$ cat src/rtl/pipelined_barrel_rotator.sv
// pipelined_barrel_rotator
//   Pipelined barrel rotator/shifter, one register stage per amount bit
//   (SHW = $clog2(WIDTH) stages). Stage k moves the word by 2^k when bit k
//   of its captured amount is set. Valid/ready on both sides, with a
//   per-stage ready chain so bubbles collapse.
//
//   Modes: 00 ROR, 01 ROL, 10 LSR (zero fill), 11 ASR (sign fill).
//   Build option: PIPELINED_BARREL_ROTATOR_ASR_EN
//     defined   -> mode 11 is an arithmetic right shift (fills with d_in MSB)
//     undefined -> sign-fill logic is absent and mode 11 behaves as LSR
//
//   Ports
//     clk, rst           clock, asynchronous active-high reset
//     in_valid/in_ready  input handshake (in_ready depends on out_ready)
//     d_in, amount, mode input word, distance 0..WIDTH-1, operation
//     out_valid/out_ready output handshake
//     d_out, out_zero    result, and (d_out == 0) qualified by out_valid
`timescale 1ns/1ps

// One fixed-distance shift/rotate step.
module pbr_shift #(
  parameter int WIDTH = 8,
  parameter int DIST  = 1
) (
  input  logic [WIDTH-1:0] d,
  input  logic [1:0]       mode,
  input  logic             fill,
  output logic [WIDTH-1:0] q
);
  localparam logic [WIDTH-1:0] ONES = '1;

  always_comb begin
    case (mode)
      2'b00:   q = (d >> DIST) | (d << (WIDTH - DIST));
      // left rotate by mirroring the right rotate
      2'b01:   q = (d << DIST) | (d >> (WIDTH - DIST));
      // fill is 1 only for ASR of a negative word; top DIST bits get set
      default: q = (d >> DIST) | (fill ? ~(ONES >> DIST) : '0);
    endcase
  end
endmodule

module pipelined_barrel_rotator #(
  parameter int WIDTH = 8
) (
  input  logic                       clk,
  input  logic                       rst,
  input  logic                       in_valid,
  output logic                       in_ready,
  input  logic [WIDTH-1:0]           d_in,
  input  logic [$clog2(WIDTH)-1:0]   amount,
  input  logic [1:0]                 mode,
  output logic                       out_valid,
  input  logic                       out_ready,
  output logic [WIDTH-1:0]           d_out,
  output logic                       out_zero
);
  localparam int SHW = $clog2(WIDTH);

  // stage registers
  logic [SHW-1:0]                vld;
  logic [SHW-1:0][WIDTH-1:0]     dat;
  logic [SHW-1:0][SHW-1:0]       amt;
  logic [SHW-1:0][1:0]           md;
  logic                          zq;

  // per-stage inputs (previous stage or the ports) and results
  logic [SHW-1:0]                src_v;
  logic [SHW-1:0][WIDTH-1:0]     src_d;
  logic [SHW-1:0][SHW-1:0]       src_a;
  logic [SHW-1:0][1:0]           src_m;
  logic [SHW-1:0]                fil;
  logic [SHW-1:0][WIDTH-1:0]     res;
  logic [SHW-1:0][WIDTH-1:0]     nxt;
  logic [SHW:0]                  rdy;

`ifdef PIPELINED_BARREL_ROTATOR_ASR_EN
  // original sign bit travels with the word
  logic [SHW-1:0]                sgn;
  logic [SHW-1:0]                src_s;
`endif

  assign rdy[SHW] = out_ready;
  assign in_ready = rdy[0];

  genvar k;
  generate
    for (k = 0; k < SHW; k++) begin : g_stage
      if (k == 0) begin : g_head
        assign src_v[k] = in_valid;
        assign src_d[k] = d_in;
        assign src_a[k] = amount;
        assign src_m[k] = mode;
`ifdef PIPELINED_BARREL_ROTATOR_ASR_EN
        assign src_s[k] = d_in[WIDTH-1];
`endif
      end else begin : g_body
        assign src_v[k] = vld[k-1];
        assign src_d[k] = dat[k-1];
        assign src_a[k] = amt[k-1];
        assign src_m[k] = md[k-1];
`ifdef PIPELINED_BARREL_ROTATOR_ASR_EN
        assign src_s[k] = sgn[k-1];
`endif
      end

`ifdef PIPELINED_BARREL_ROTATOR_ASR_EN
      assign fil[k] = (src_m[k] == 2'b11) && src_s[k];
`else
      assign fil[k] = 1'b0;
`endif

      // a stage can take a word when empty or when its word moves on
      assign rdy[k] = !vld[k] || rdy[k+1];

      pbr_shift #(.WIDTH(WIDTH), .DIST(1 << k)) u_shift (
        .d    (src_d[k]),
        .mode (src_m[k]),
        .fill (fil[k]),
        .q    (res[k])
      );

      assign nxt[k] = src_a[k][k] ? res[k] : src_d[k];
    end
  endgenerate

  always_ff @(posedge clk or posedge rst) begin
    if (rst) begin
      vld <= '0;
      dat <= '0;
      amt <= '0;
      md  <= '0;
      zq  <= 1'b0;
`ifdef PIPELINED_BARREL_ROTATOR_ASR_EN
      sgn <= '0;
`endif
    end else begin
      for (int i = 0; i < SHW; i++) begin
        if (rdy[i]) begin
          vld[i] <= src_v[i];
          // payload only moves with a real word; a stalled stage keeps its own
          if (src_v[i]) begin
            dat[i] <= nxt[i];
            amt[i] <= src_a[i];
            md[i]  <= src_m[i];
`ifdef PIPELINED_BARREL_ROTATOR_ASR_EN
            sgn[i] <= src_s[i];
`endif
          end
        end
      end
      // zero flag is registered alongside the final stage data
      if (rdy[SHW-1] && src_v[SHW-1])
        zq <= ~|nxt[SHW-1];
    end
  end

  assign out_valid = vld[SHW-1];
  assign d_out     = dat[SHW-1];
  assign out_zero  = zq && vld[SHW-1];

  // captured amount bits below the stage index and the last stage's
  // control fields are never consumed
  logic unused_ctrl;
`ifdef PIPELINED_BARREL_ROTATOR_ASR_EN
  assign unused_ctrl = ^{amt, md[SHW-1], sgn[SHW-1]};
`else
  assign unused_ctrl = ^{amt, md[SHW-1]};
`endif
endmodule

$ cat config.mk
export PLATFORM = sky130hd
export DESIGN_NAME = pipelined_barrel_rotator
export DESIGN_NICKNAME = d
export VERILOG_FILES = /design/src/rtl/pipelined_barrel_rotator.sv
export SDC_FILE = /design/constraint.sdc
export NUM_CORES = 1
export LEC_CHECK = 0
export BUFFER_PORTS_ARGS = -buffer_cell sky130_fd_sc_hd__buf_2
export CAP_MARGIN = 20
export CORE_ASPECT_RATIO = 0.7
export CORE_MARGIN = 2
export CORE_UTILIZATION = 42
export CTS_CLUSTER_DIAMETER = 50
export DETAILED_ROUTE_END_ITERATION = 10
export PLACE_DENSITY = 0.7
export SLEW_MARGIN = 10
export SYNTH_ARGS = -nofsm -noshare
export SYNTH_HDL_FRONTEND = slang
export SYNTH_SLANG_ARGS = --single-unit
$ cat constraint.sdc
create_clock -name clk -period 2.6 [get_ports clk]
set_input_delay 0.39 -clock clk [delete_from_list [all_inputs] [get_ports clk]]
set_output_delay 0.39 -clock clk [all_outputs]
set_load 0.05 [all_outputs]
==> summary.md, run 1 <==
| Metric | Value |
|---|---|
| Drt initial violations | `127` |
| R2r setup slk | `1000 ps` |
| Worst-Margin Slew | `713 ps` |
| Mean Syn Cell Area | `10.6 sq um` |
| Clk_skew | `2.70 ps` |
| Largest net degree at the start of global routing | `35` |
| Arrival @ worst endpoint | `1770 ps` |
| Unrepaired setup endpoints after global routing | `no` |
| Routed Antenna Nets | `0` |
| Clock latency on the worst-skew pair | `290 ps` |
| Worst hold path type | `input pin to asynchronous set/reset pin` |
| Sink Count | `34` |
| Outcome | `finished clean` |
| RR Endpoint | `md[0]` |
| Ratio of cells with drive above 1 in the final layout | `24.7%` |
| Crit-path cells | `nand4b_1, nand2_1, mux2_2` |
| Post-place setup slack | `831 ps` |
| Gate Count Post-Synth | `177` |
| Min Clock Period, post-route | `1600 ps` |
| Synthesized net count | `194` |
| PwrDens | `867 nW/um^2` |
| Fraction of registers with async set/reset | `100%` |
| Port Buffer Count | `27` |
| Final hold vios | `0` |
| Routability cong. | `0.766` |
| Achievable Freq | `625 MHz` |
| First-pass GRT wire length | `5.88 mm` |
| Crit. End Element | `flop` |
| Vias in the first global route | `1213` |
| Critical path type | `flop to flop` |
| Row cnt | `20` |
| Top FF cell, synth | `dfrtp_1` |
| CTS Buffer Depth | `2` |
| Final cycle utilization of the critical path | `61.6%` |
| Lkg Pwr | `0.000970 uW` |
| Post-cts gate resize count | `0` |
| I/O pin count | `28` |
| EDFF count, synth | `0` |
| Fin. max-slew vios | `0` |
| Core Util, Final | `47.0%` |
| DRC viols | `0` |
| Post-DP HPWL | `2.35 mm` |
| Max IR drop VDD | `410 uV` |
| GRT Overall Usage | `15.2%` |
| DIE AREA | `5020 sq um` |
| Register bit total from synthesis | `34` |
| Drt pass-1 iters | `4` |
| Area of the mapped netlist | `1870 sq um` |
| Final setup viols | `0` |
| Startpoint types | `flop` |
| CTS buffer count | `5` |
| CTS Hold Bufs | `0` |
| Yosys warning count | `0` |
| Dpl cell area | `1950 sq um` |
| Area growth syn-to-layout | `8.08%` |
| CTS Root Cell | `clkbuf_8` |
| Number of max-cap violations | `0` |
| Setup TNS | `0 ps` |
| Die H | `59.9 um` |
| Initial antenna violation count | `0` |
| CP Buf/Inv Count | `0` |
| Reg2Reg Depth | `3` |
| Slew margin rel. | `52.3%` |
| Unique masters post-synth | `29` |
| Drt total wl | `3.29 mm` |
| Data required, critical path | `2770 ps` |
| Seq/Total Area, Yosys | `45.4%` |
| Initial Utilization | `43.5%` |
| Core Box Area | `4300 sq um` |
| Final Worst Setup Slack | `999 ps` |
| Nets | `211` |
| CTS tree | `yes` |
| Worst path max stage delay | `510 ps` |
| Inserted Diodes | `0` |
| DR WL/cell | `13.2 um` |
| CP top delay family | `simple AND/OR/NAND/NOR gates` |
| Post-route cell area | `2020 sq um` |
| Via count | `1297` |
| Routed vias/inst | `5.21` |
| Crit Path Max Fanout | `20` |
| Reg clk slew, reported paths | `60 ps` |
| Die W | `83.8 um` |
| CP max stage cell | `nand2_1` |
| CTS H-tree depth | `2` |
| Total congestion overflow | `0` |
| FILL cells | `431` |
| Worst reg2reg startpoint | `vld[2]` |
| Post-CTS Setup Inserts | `0` |
[flip-flops by register name, summed over array words and instances (netlist names)]
signal and count:
dat 16, d_out 8, amt 3, md 3, vld 3, zq 1
[power breakdown]
| group | total, uW | switching (uW) | internal (uW) |
|---|---|---|---|
| logic | 588 | 370 | 218 |
| clock network | 365 | 181 | 184 |
| registers | 802 | 145 | 657 |
| total | 1760 | 696 | 1060 |
[how the worst max path moves through the flow]
stage,endpoint,slack [ps],startpoint,cells past startpoint
6_report,md[0],1000,vld[2],3
5_1_grt,md[0],840,vld[2],3
4_1_cts,md[0],990,vld[0],3
3_5_place_dp,dat[5],830,mode[0],5
3_3_place_gp,md[0],840,out_ready,4
2_1_floorplan,amt[1],440,vld[2],4
[cell type report]
| class | count | area (sq um) | area share [%] |
|---|---|---|---|
| clock buffers | 7 | 76.3 | 3.77 |
| multi-input cells | 123 | 878 | 43.4 |
| inverters | 2 | 7.51 | 0.371 |
| well taps | 55 | 68.8 | 3.40 |
| flip-flops and latches | 34 | 851 | 42.0 |
| repair buffers | 28 | 143 | 7.05 |
[layer usage]
metal / vias up / global-route usage, % / wire length, um
met5: - / 0 / 0
met4: 0 / 8.29 / 79
met3: 8 / 3.87 / 117
met2: 24 / 20.9 / 1400
met1: 617 / 22.0 / 1700
li1: 648 / - / -
[layout by cell type, fill, tap and decap left out]
cell type	netlist	routed
nand2_1	14	14
nand2b_1	3	3
nand4b_1	1	1
or2_2	1	1
dfrtp_1	34	34
a21o_1	13	13
a21oi_1	3	3
o22ai_1	1	1
inv_1	2	2
nor2b_4	1	1
buf_2	5	27
and3b_1	1	1
a31oi_1	1	1
nor2b_1	7	7
a211oi_1	7	7
a211oi_2	6	6
clkbuf_8	1	5
clkbuf_1	0	2
nor3_1	2	2
mux2_2	6	6
buf_4	10	1
o21ai_0	11	11
nand2b_4	1	1
and2_1	1	1
a2bb2oi_1	1	1
nor2_1	16	16
mux2i_1	23	23
nor4_1	2	2
o41ai_1	1	1
[cell families (layout without fill, tap and decap cells)]
| kind of cell | after synthesis | after routing | share of synthesized area (%) |
|---|---|---|---|
| DFF | 34 | 34 | 45.4 |
| buffers and inverters | 20 | 37 | 7.68 |
| and+or+nand+nor | 50 | 50 | 13.6 |
| muxes | 29 | 29 | 15.9 |
| AOI/OAI and AO/OA | 44 | 44 | 17.4 |
[worst min-delay path, delay by kind of cell]
family | cells | cell delay, ps
buffers and inverters | 3 | 500
[stage by stage]
stage          power (uW)  hold slack [ps]  cells
2_1_floorplan        1350              435    177
3_3_place_gp         1390              459    242
3_5_place_dp         1410              466    242
4_1_cts              1780              193    249
5_1_grt              1880              235    249
6_report             1760              182    249
[synthesized netlist by cell type (2+ instances only)]
library cell,instances,area [sq um]
nand2_1,14,52.6
buf_6,2,22.5
buf_2,5,25.0
a21oi_1,3,15.0
nor2b_1,7,43.8
a211oi_1,7,52.6
a211oi_2,6,75.1
mux2_2,6,67.6
nor3_1,2,10.0
buf_4,10,75.1
dfrtp_1,34,851
mux2i_1,23,230
nor2_1,16,60.1
a21o_1,13,97.6
o21ai_0,11,55.1
nor4_1,2,12.5
nand2b_1,3,18.8
inv_1,2,7.51
Note: power is estimated with default switching activity, not from simulation.
==> run 2, diff against run 1 <==
--- a/config.mk
+++ b/config.mk
@@ -12,7 +12,7 @@
 export CORE_UTILIZATION = 42
 export CTS_CLUSTER_DIAMETER = 50
 export DETAILED_ROUTE_END_ITERATION = 10
-export PLACE_DENSITY = 0.7
+export PLACE_DENSITY = 0.72
 export SLEW_MARGIN = 10
 export SYNTH_ARGS = -nofsm -noshare
 export SYNTH_HDL_FRONTEND = slang
==> constraint.sdc (replaced) <==
create_clock -name clk -period 1.4 [get_ports clk]
set_input_delay 0.21 -clock clk [delete_from_list [all_inputs] [get_ports clk]]
set_output_delay 0.21 -clock clk [all_outputs]
set_load 0.05 [all_outputs]
==> run 2 against run 1 <==
Register-to-register slack got worse by 910 ps; non-clock buffer count rose by 14; utilization rose by 4.9 points; final area rose by 10%.
==> summary.md, run 2 (same netlist as run 1, synthesis figures left out) <==
| Metric | Value |
|---|---|
| Outcome | `finished clean (unchanged)` |
| Drt pass-1 iters | `4 (unchanged)` |
| Core Util, Final | `51.9% (was 47.0%)` |
| Arrival @ worst endpoint | `1490 ps (was 1770 ps)` |
| Slew margin rel. | `60.6% (was 52.3%)` |
| Max IR drop VDD | `885 uV (was 410 uV)` |
| Clk_skew | `5.44 ps (was 2.70 ps)` |
| Crit Path Max Fanout | `6 (was 20)` |
| Worst-Margin Slew | `591 ps (was 713 ps)` |
| Routability cong. | `0.801 (was 0.766)` |
| Routed Antenna Nets | `0 (unchanged)` |
| DR WL/cell | `13.4 um (was 13.2 um)` |
| Worst path max stage delay | `440 ps (was 510 ps)` |
| Number of max-cap violations | `0 (unchanged)` |
| Via count | `1390 (was 1297)` |
| DRC viols | `0 (unchanged)` |
| Drt total wl | `3.54 mm (was 3.29 mm)` |
| Unrepaired setup endpoints after global routing | `no (unchanged)` |
| Die H | `59.9 um (unchanged)` |
| P_sw | `1360 uW (was 696 uW)` |
| Lkg Pwr | `0.00109 uW (was 0.000970 uW)` |
| Achievable Freq | `763 MHz (was 625 MHz)` |
| Crit. End Element | `flop (unchanged)` |
| Port Buffer Count | `27 (unchanged)` |
| R2r setup slk | `90 ps (was 1000 ps)` |
| Most flops, register | `dat (unchanged)` |
| Worst Min Path Start | `in_valid` |
| WHS Endpoint | `vld[0]` |
| Area growth syn-to-layout | `19.3% (was 8.08%)` |
| Final hold vios | `0 (unchanged)` |
| Worst hold path type | `input pin to flop (was input pin to asynchronous set/reset pin)` |
| Sink Count | `34 (unchanged)` |
| Commonest non-fill, non-tap cell in the layout | `dfrtp_1 (unchanged)` |
| Tot Pwr | `3700 uW (was 1760 uW)` |
| CTS H-tree depth | `2 (unchanged)` |
| Reg clk slew, reported paths | `70 ps (was 60 ps)` |
| Internal Dissipation | `2340 uW (was 1060 uW)` |
| Ratio of cells with drive above 1 in the final layout | `32.1% (was 24.7%)` |
| Crit-path cells | `nor2b_4, mux2i_2, a211oi_2, a21o_1 (was nand4b_1, nand2_1, mux2_2)` |
| Routed vias/inst | `5.27 (was 5.21)` |
| CTS Buffer Depth | `2 (unchanged)` |
| Most frequent cells in the layout | `dfrtp_1, buf_2, mux2i_1 (unchanged)` |
| Clock latency on the worst-skew pair | `290 ps (about the same)` |
| Comb pwr share | `35.5% (was 33.5%)` |
| CTS tree | `yes (unchanged)` |
| Min Clock Period, post-route | `1310 ps (was 1600 ps)` |
| Switching share of total power | `36.8% (was 39.6%)` |
| Final cycle utilization of the critical path | `93.6% (was 61.6%)` |
| Post-DP HPWL | `2.66 mm (was 2.35 mm)` |
| FILL cells | `408 (was 431)` |
| CTS buffer count | `5 (unchanged)` |
| GRT Overall Usage | `15.8% (was 15.2%)` |
| PwrDens | `1660 nW/um^2 (was 867 nW/um^2)` |
| Data required, critical path | `1580 ps (was 2770 ps)` |
| RR Endpoint | `dat[12] (was md[0])` |
| CTS Root Cell | `clkbuf_8 (unchanged)` |
| Sequential Power Share | `39.3% (was 45.7%)` |
| CP Buf/Inv Count | `0 (unchanged)` |
| Core Box Area | `4300 sq um (unchanged)` |
| Critical path type | `flop to flop (unchanged)` |
| Largest net degree at the start of global routing | `25 (was 35)` |
| Die W | `83.8 um (unchanged)` |
| Clk pwr share | `25.2% (was 20.8%)` |
| Fin. max-slew vios | `0 (unchanged)` |
| DIE AREA | `5020 sq um (unchanged)` |
| Vias in the first global route | `1268 (was 1213)` |
| Worst reg2reg startpoint | `md[1] (was vld[2])` |
| CP max stage cell | `dfrtp_2 (was nand2_1)` |
| Setup TNS | `0 ps (unchanged)` |
| Inserted Diodes | `0 (unchanged)` |
| Reg2Reg Depth | `4 (was 3)` |
| Initial antenna violation count | `0 (unchanged)` |
| CP top delay family | `flip-flops (was simple AND/OR/NAND/NOR gates)` |
| Initial Utilization | `43.5% (unchanged)` |
| Row cnt | `20 (unchanged)` |
| Max reg flops | `16 (unchanged)` |
| Drt initial violations | `92 (was 127)` |
| Startpoint types | `flop (unchanged)` |
| Total congestion overflow | `0 (unchanged)` |
| I/O pin count | `28 (unchanged)` |
| Hold path depth | `2` |
| First-pass GRT wire length | `6.02 mm (was 5.88 mm)` |
| Nets | `225 (was 211)` |
| Final setup viols | `0 (unchanged)` |
| Smallest hold slack | `120 ps (was 182 ps)` |
run 2: cell count changes in the layout (fill, tap and decap cells not counted), sizes merged:
| cell | before | now |
|---|---|---|
| buf | 28 | 41 |
| bufinv | 0 | 1 |
| dlygate4sd3 | 0 | 1 |
run 2: metal layers:
layer  GRT usage (%)  up-vias  share of wire (%)
li1                -      683                  -
met1            21.2      676                 49
met2            23.5       24                 44
met3            3.87        7                3.8
met4            8.99        0                2.4
met5               0        -                  0
run 2: timing repair:
| item | CTS | global route |
|---|---|---|
| setup buffers | 0 | 2 |
| resized for setup | 0 | 5 |
| endpoints found under the hold margin | 10 | 0 |
| endpoints found under the setup margin | 0 | 6 |
| hold buffers | 1 | 0 |
run 2: worst max-delay path by stage:
stage / depth (start not counted) / end / start / slack [ps]
after floorplan: 4 / amt[1] / vld[2] / -550
after global placement: 4 / dat[12] / md[1] / 90
after detailed placement: 4 / dat[12] / md[1] / 70
after CTS: 2 / in_ready / vld[2] / 10
after global routing: 4 / dat[8] / md[1] / 9
final: 4 / dat[12] / md[1] / 90
run 2: through the flow:
step / cells / worst slack [ps] / cell area, sq um
global placement: 253 / 90.5 / 2080
floorplan: 177 / -554 / 1920
global route: 264 / 8.80 / 2230
finish: 264 / 89.7 / 2230
CTS: 262 / 10.7 / 2210
detailed placement: 253 / 72.0 / 2080
run 2: final cells by class:
| class | instances | area (sq um) | share of cell area [%] |
|---|---|---|---|
| Clock buffer | 7 | 86.3 | 3.86 |
| Clock inverter | 1 | 30.0 | 1.34 |
| Inverter | 2 | 7.51 | 0.336 |
| Multi-Input combinational cell | 123 | 911 | 40.8 |
| Sequential cell | 34 | 853 | 38.2 |
| Tap cell | 55 | 68.8 | 3.08 |
| Timing Repair Buffer | 42 | 278 | 12.4 |
run 2: power groups by stage:
stage / registers (uW) / clock network [uW] / logic, uW
floorplan: 1400 / 0 / 1140
global placement: 1450 / 0 / 1280
detailed placement: 1470 / 0 / 1300
CTS: 1450 / 957 / 1300
global route: 1500 / 989 / 1430
finish: 1450 / 934 / 1310
==> run 3, diff against run 2 <==
--- a/config.mk
+++ b/config.mk
@@ -9,10 +9,10 @@
 export CAP_MARGIN = 20
 export CORE_ASPECT_RATIO = 0.7
 export CORE_MARGIN = 2
-export CORE_UTILIZATION = 42
+export CORE_UTILIZATION = 40
 export CTS_CLUSTER_DIAMETER = 50
 export DETAILED_ROUTE_END_ITERATION = 10
-export PLACE_DENSITY = 0.72
+export PLACE_DENSITY = 0.7
 export SLEW_MARGIN = 10
 export SYNTH_ARGS = -nofsm -noshare
 export SYNTH_HDL_FRONTEND = slang
==> run 3 against run 2 <==
Hold slack got worse by 120 ps; register-to-register slack got worse by 30 ps; combinational power barely moved; sequential power barely moved; critical path depth did not move; die area rose by 4.7%; first-iteration DRC count rose by 14%; non-clock buffer count fell by 4; cell count fell by 1.5%; utilization fell by 2.8 points; critical path type unchanged.
==> summary.md, run 3 (same netlist as run 1, synthesis figures left out) <==
| Metric | Value |
|---|---|
| Max reg flops | `16 (unchanged)` |
| Ratio of cells with drive above 1 in the final layout | `29.8% (was 32.1%)` |
| Commonest non-fill, non-tap cell in the layout | `dfrtp_1 (unchanged)` |
| Grt met1 use | `21.8% (was 21.2%)` |
| Unrepaired setup endpoints after global routing | `yes (was no)` |
| Row cnt | `20 (unchanged)` |
| Final cycle utilization of the critical path | `96.0% (was 93.6%)` |
| Number of max-cap violations | `0 (unchanged)` |
| PwrDens | `1660 nW/um^2 (about the same)` |
| Grt met3 use | `4.16% (was 3.87%)` |
| Drt total wl | `3.50 mm (was 3.54 mm)` |
| Outcome | `finished clean (unchanged)` |
| Crit Path Max Fanout | `6 (unchanged)` |
| Clk_skew | `9.74 ps (was 5.44 ps)` |
| Internal Dissipation | `2260 uW (was 2340 uW)` |
| Post-CTS Setup Inserts | `0 (unchanged)` |
| Sink Count | `34 (unchanged)` |
| Post-place setup slack | `77.0 ps (was 72.0 ps)` |
| Die W | `85.8 um (was 83.8 um)` |
| CTS Buffer Depth | `2 (unchanged)` |
| Area growth syn-to-layout | `16.2% (was 19.3%)` |
| Total congestion overflow | `0 (unchanged)` |
| CTS H-tree depth | `2 (unchanged)` |
| Sequential Power Share | `40.2% (was 39.3%)` |
| Nets | `221 (was 225)` |
| Clk pwr share | `24.4% (was 25.2%)` |
| GRT Overall Usage | `14.8% (was 15.8%)` |
| CTS Root Cell | `clkbuf_8 (unchanged)` |
| Met2 Resource Use GR | `21.1% (was 23.5%)` |
| Tot Pwr | `3610 uW (was 3700 uW)` |
| Register Area | `852 sq um (was 853 sq um)` |
| Reg clk slew, reported paths | `70 ps (about the same)` |
| Routed Antenna Nets | `0 (unchanged)` |
| Port Buffer Count | `27 (unchanged)` |
| Routed vias/inst | `5.10 (was 5.27)` |
| Worst hold path type | `input pin to asynchronous set/reset pin (was input pin to flop)` |
| Global routing's busiest layer | `met1 (was met2)` |
| Lkg Pwr | `0.00107 uW (was 0.00109 uW)` |
| Drt pass-1 iters | `6 (was 4)` |
| Largest net degree at the start of global routing | `35 (was 25)` |
| CP Buf/Inv Count | `0 (unchanged)` |
| Fin. max-slew vios | `0 (unchanged)` |
| Min Clock Period, post-route | `1340 ps (was 1310 ps)` |
| P_sw | `1350 uW (was 1360 uW)` |
| Multi-input logic area | `908 sq um (was 911 sq um)` |
| CTS tree | `yes (unchanged)` |
| Most flops, register | `dat (unchanged)` |
| Initial antenna violation count | `0 (unchanged)` |
| Initial Utilization | `42.3% (was 43.5%)` |
| Core Box Area | `4430 sq um (was 4300 sq um)` |
| Max IR drop VDD | `743 uV (was 885 uV)` |
| Slew margin rel. | `61.0% (was 60.6%)` |
| FILL cells | `414 (was 408)` |
| Clock latency on the worst-skew pair | `280 ps (was 290 ps)` |
| Via count | `1325 (was 1390)` |
| Comb pwr share | `35.5% (about the same)` |
| Switching share of total power | `37.3% (was 36.8%)` |
| Worst-Margin Slew | `584 ps (was 591 ps)` |
| Die H | `61.3 um (was 59.9 um)` |
| Routability cong. | `0.757 (was 0.801)` |
| Data required, critical path | `1570 ps (was 1580 ps)` |
| DRC viols | `0 (unchanged)` |
| Inserted Diodes | `0 (unchanged)` |
| Critical path type | `flop to flop (unchanged)` |
| Final Worst Setup Slack | `56.0 ps (was 89.7 ps)` |
| Most frequent cells in the layout | `dfrtp_1, buf_2, mux2i_1 (unchanged)` |
| Crit-path cells | `nor2b_4, mux2i_1, a211oi_2, a21o_1 (was nor2b_4, mux2i_2, a211oi_2, a21o_1)` |
| First-pass GRT wire length | `5.95 mm (was 6.02 mm)` |
| CP max stage cell | `dfrtp_1 (was dfrtp_2)` |
| Vias in the first global route | `1239 (was 1268)` |
| DIE AREA | `5250 sq um (was 5020 sq um)` |
| Drt initial violations | `105 (was 92)` |
| Achievable Freq | `744 MHz (was 763 MHz)` |
| I/O pin count | `28 (unchanged)` |
| CTS buffer count | `5 (unchanged)` |
| Crit. End Element | `flop (unchanged)` |
| Arrival @ worst endpoint | `1510 ps (was 1490 ps)` |
| Startpoint types | `flop (unchanged)` |
| CP top delay family | `flip-flops (unchanged)` |
| Post-DP HPWL | `2.60 mm (was 2.66 mm)` |
| Final hold vios | `0 (unchanged)` |
| Final setup viols | `0 (unchanged)` |
| DR WL/cell | `13.5 um (was 13.4 um)` |
| Dpl cell area | `2060 sq um (was 2080 sq um)` |
| Worst path max stage delay | `450 ps (was 440 ps)` |
| Post-route cell area | `2180 sq um (was 2230 sq um)` |
| Setup TNS | `0 ps (unchanged)` |
## run 3: changes by cell type in the layout (fill, tap and decap cells not counted), sizes merged
cell,before,now
buf,41,38
dlygate4sd3,1,0
## run 3: per-stage QoR
step | hold slack, ps | utilization, % | instances
floorplan | 318 | - | 177
CTS | 17.9 | 48.9 | 260
finish | 3.92 | 49.1 | 260
global placement | 324 | 46.5 | 252
global route | 56.5 | 49.1 | 260
detailed placement | 329 | 46.5 | 252
## run 3: path summary, 6_finish.rpt
kind                               start        to  slack, ps  depth (start not counted)
worst max-delay path               md[1]   dat[12]         60                          4
worst min-delay path                 rst    vld[0]          4                          3
worst max register to register     md[1]   dat[12]         60                          4
worst min register to register  d_out[3]  d_out[3]        470                          2
max in group asynchronous            rst    vld[2]       1070                          3
min in group clk                in_valid    vld[0]        140                          2
## run 3: area by class of cell
type | instances | area share (%)
inverter | 2 | 0.345
sequential | 34 | 39.2
clock inverter | 1 | 1.38
tap | 55 | 3.16
timing repair buffer | 38 | 10.7
clock buffer | 7 | 3.51
multi-input combinational | 123 | 41.7
## run 3: repair_timing
| item | 4_1_cts | 5_1_grt |
|---|---|---|
| gates resized for setup | 0 | 3 |
| hold buffers | 0 | 0 |
| setup endpoints to repair | 0 | 3 |
## run 3: power by group through the flow
stage	Sequential [uW]	Combinational [uW]	Clock, uW
final	1450	1280	880
after floorplan	1400	1140	0
after global placement	1460	1260	0
after CTS	1450	1280	904
after detailed placement	1470	1280	0
after global routing	1490	1380	949
## run 3: worst min-delay path: stages
cell and delay [ps]:
buf_2 90, inv_1 40, buf_4 370
## run 3: metal layers
layer / vias up / wire length (um)
li1: 671 / -
met1: 623 / 1860
met2: 26 / 1450
met3: 5 / 158
met4: 0 / 30
met5: - / 0
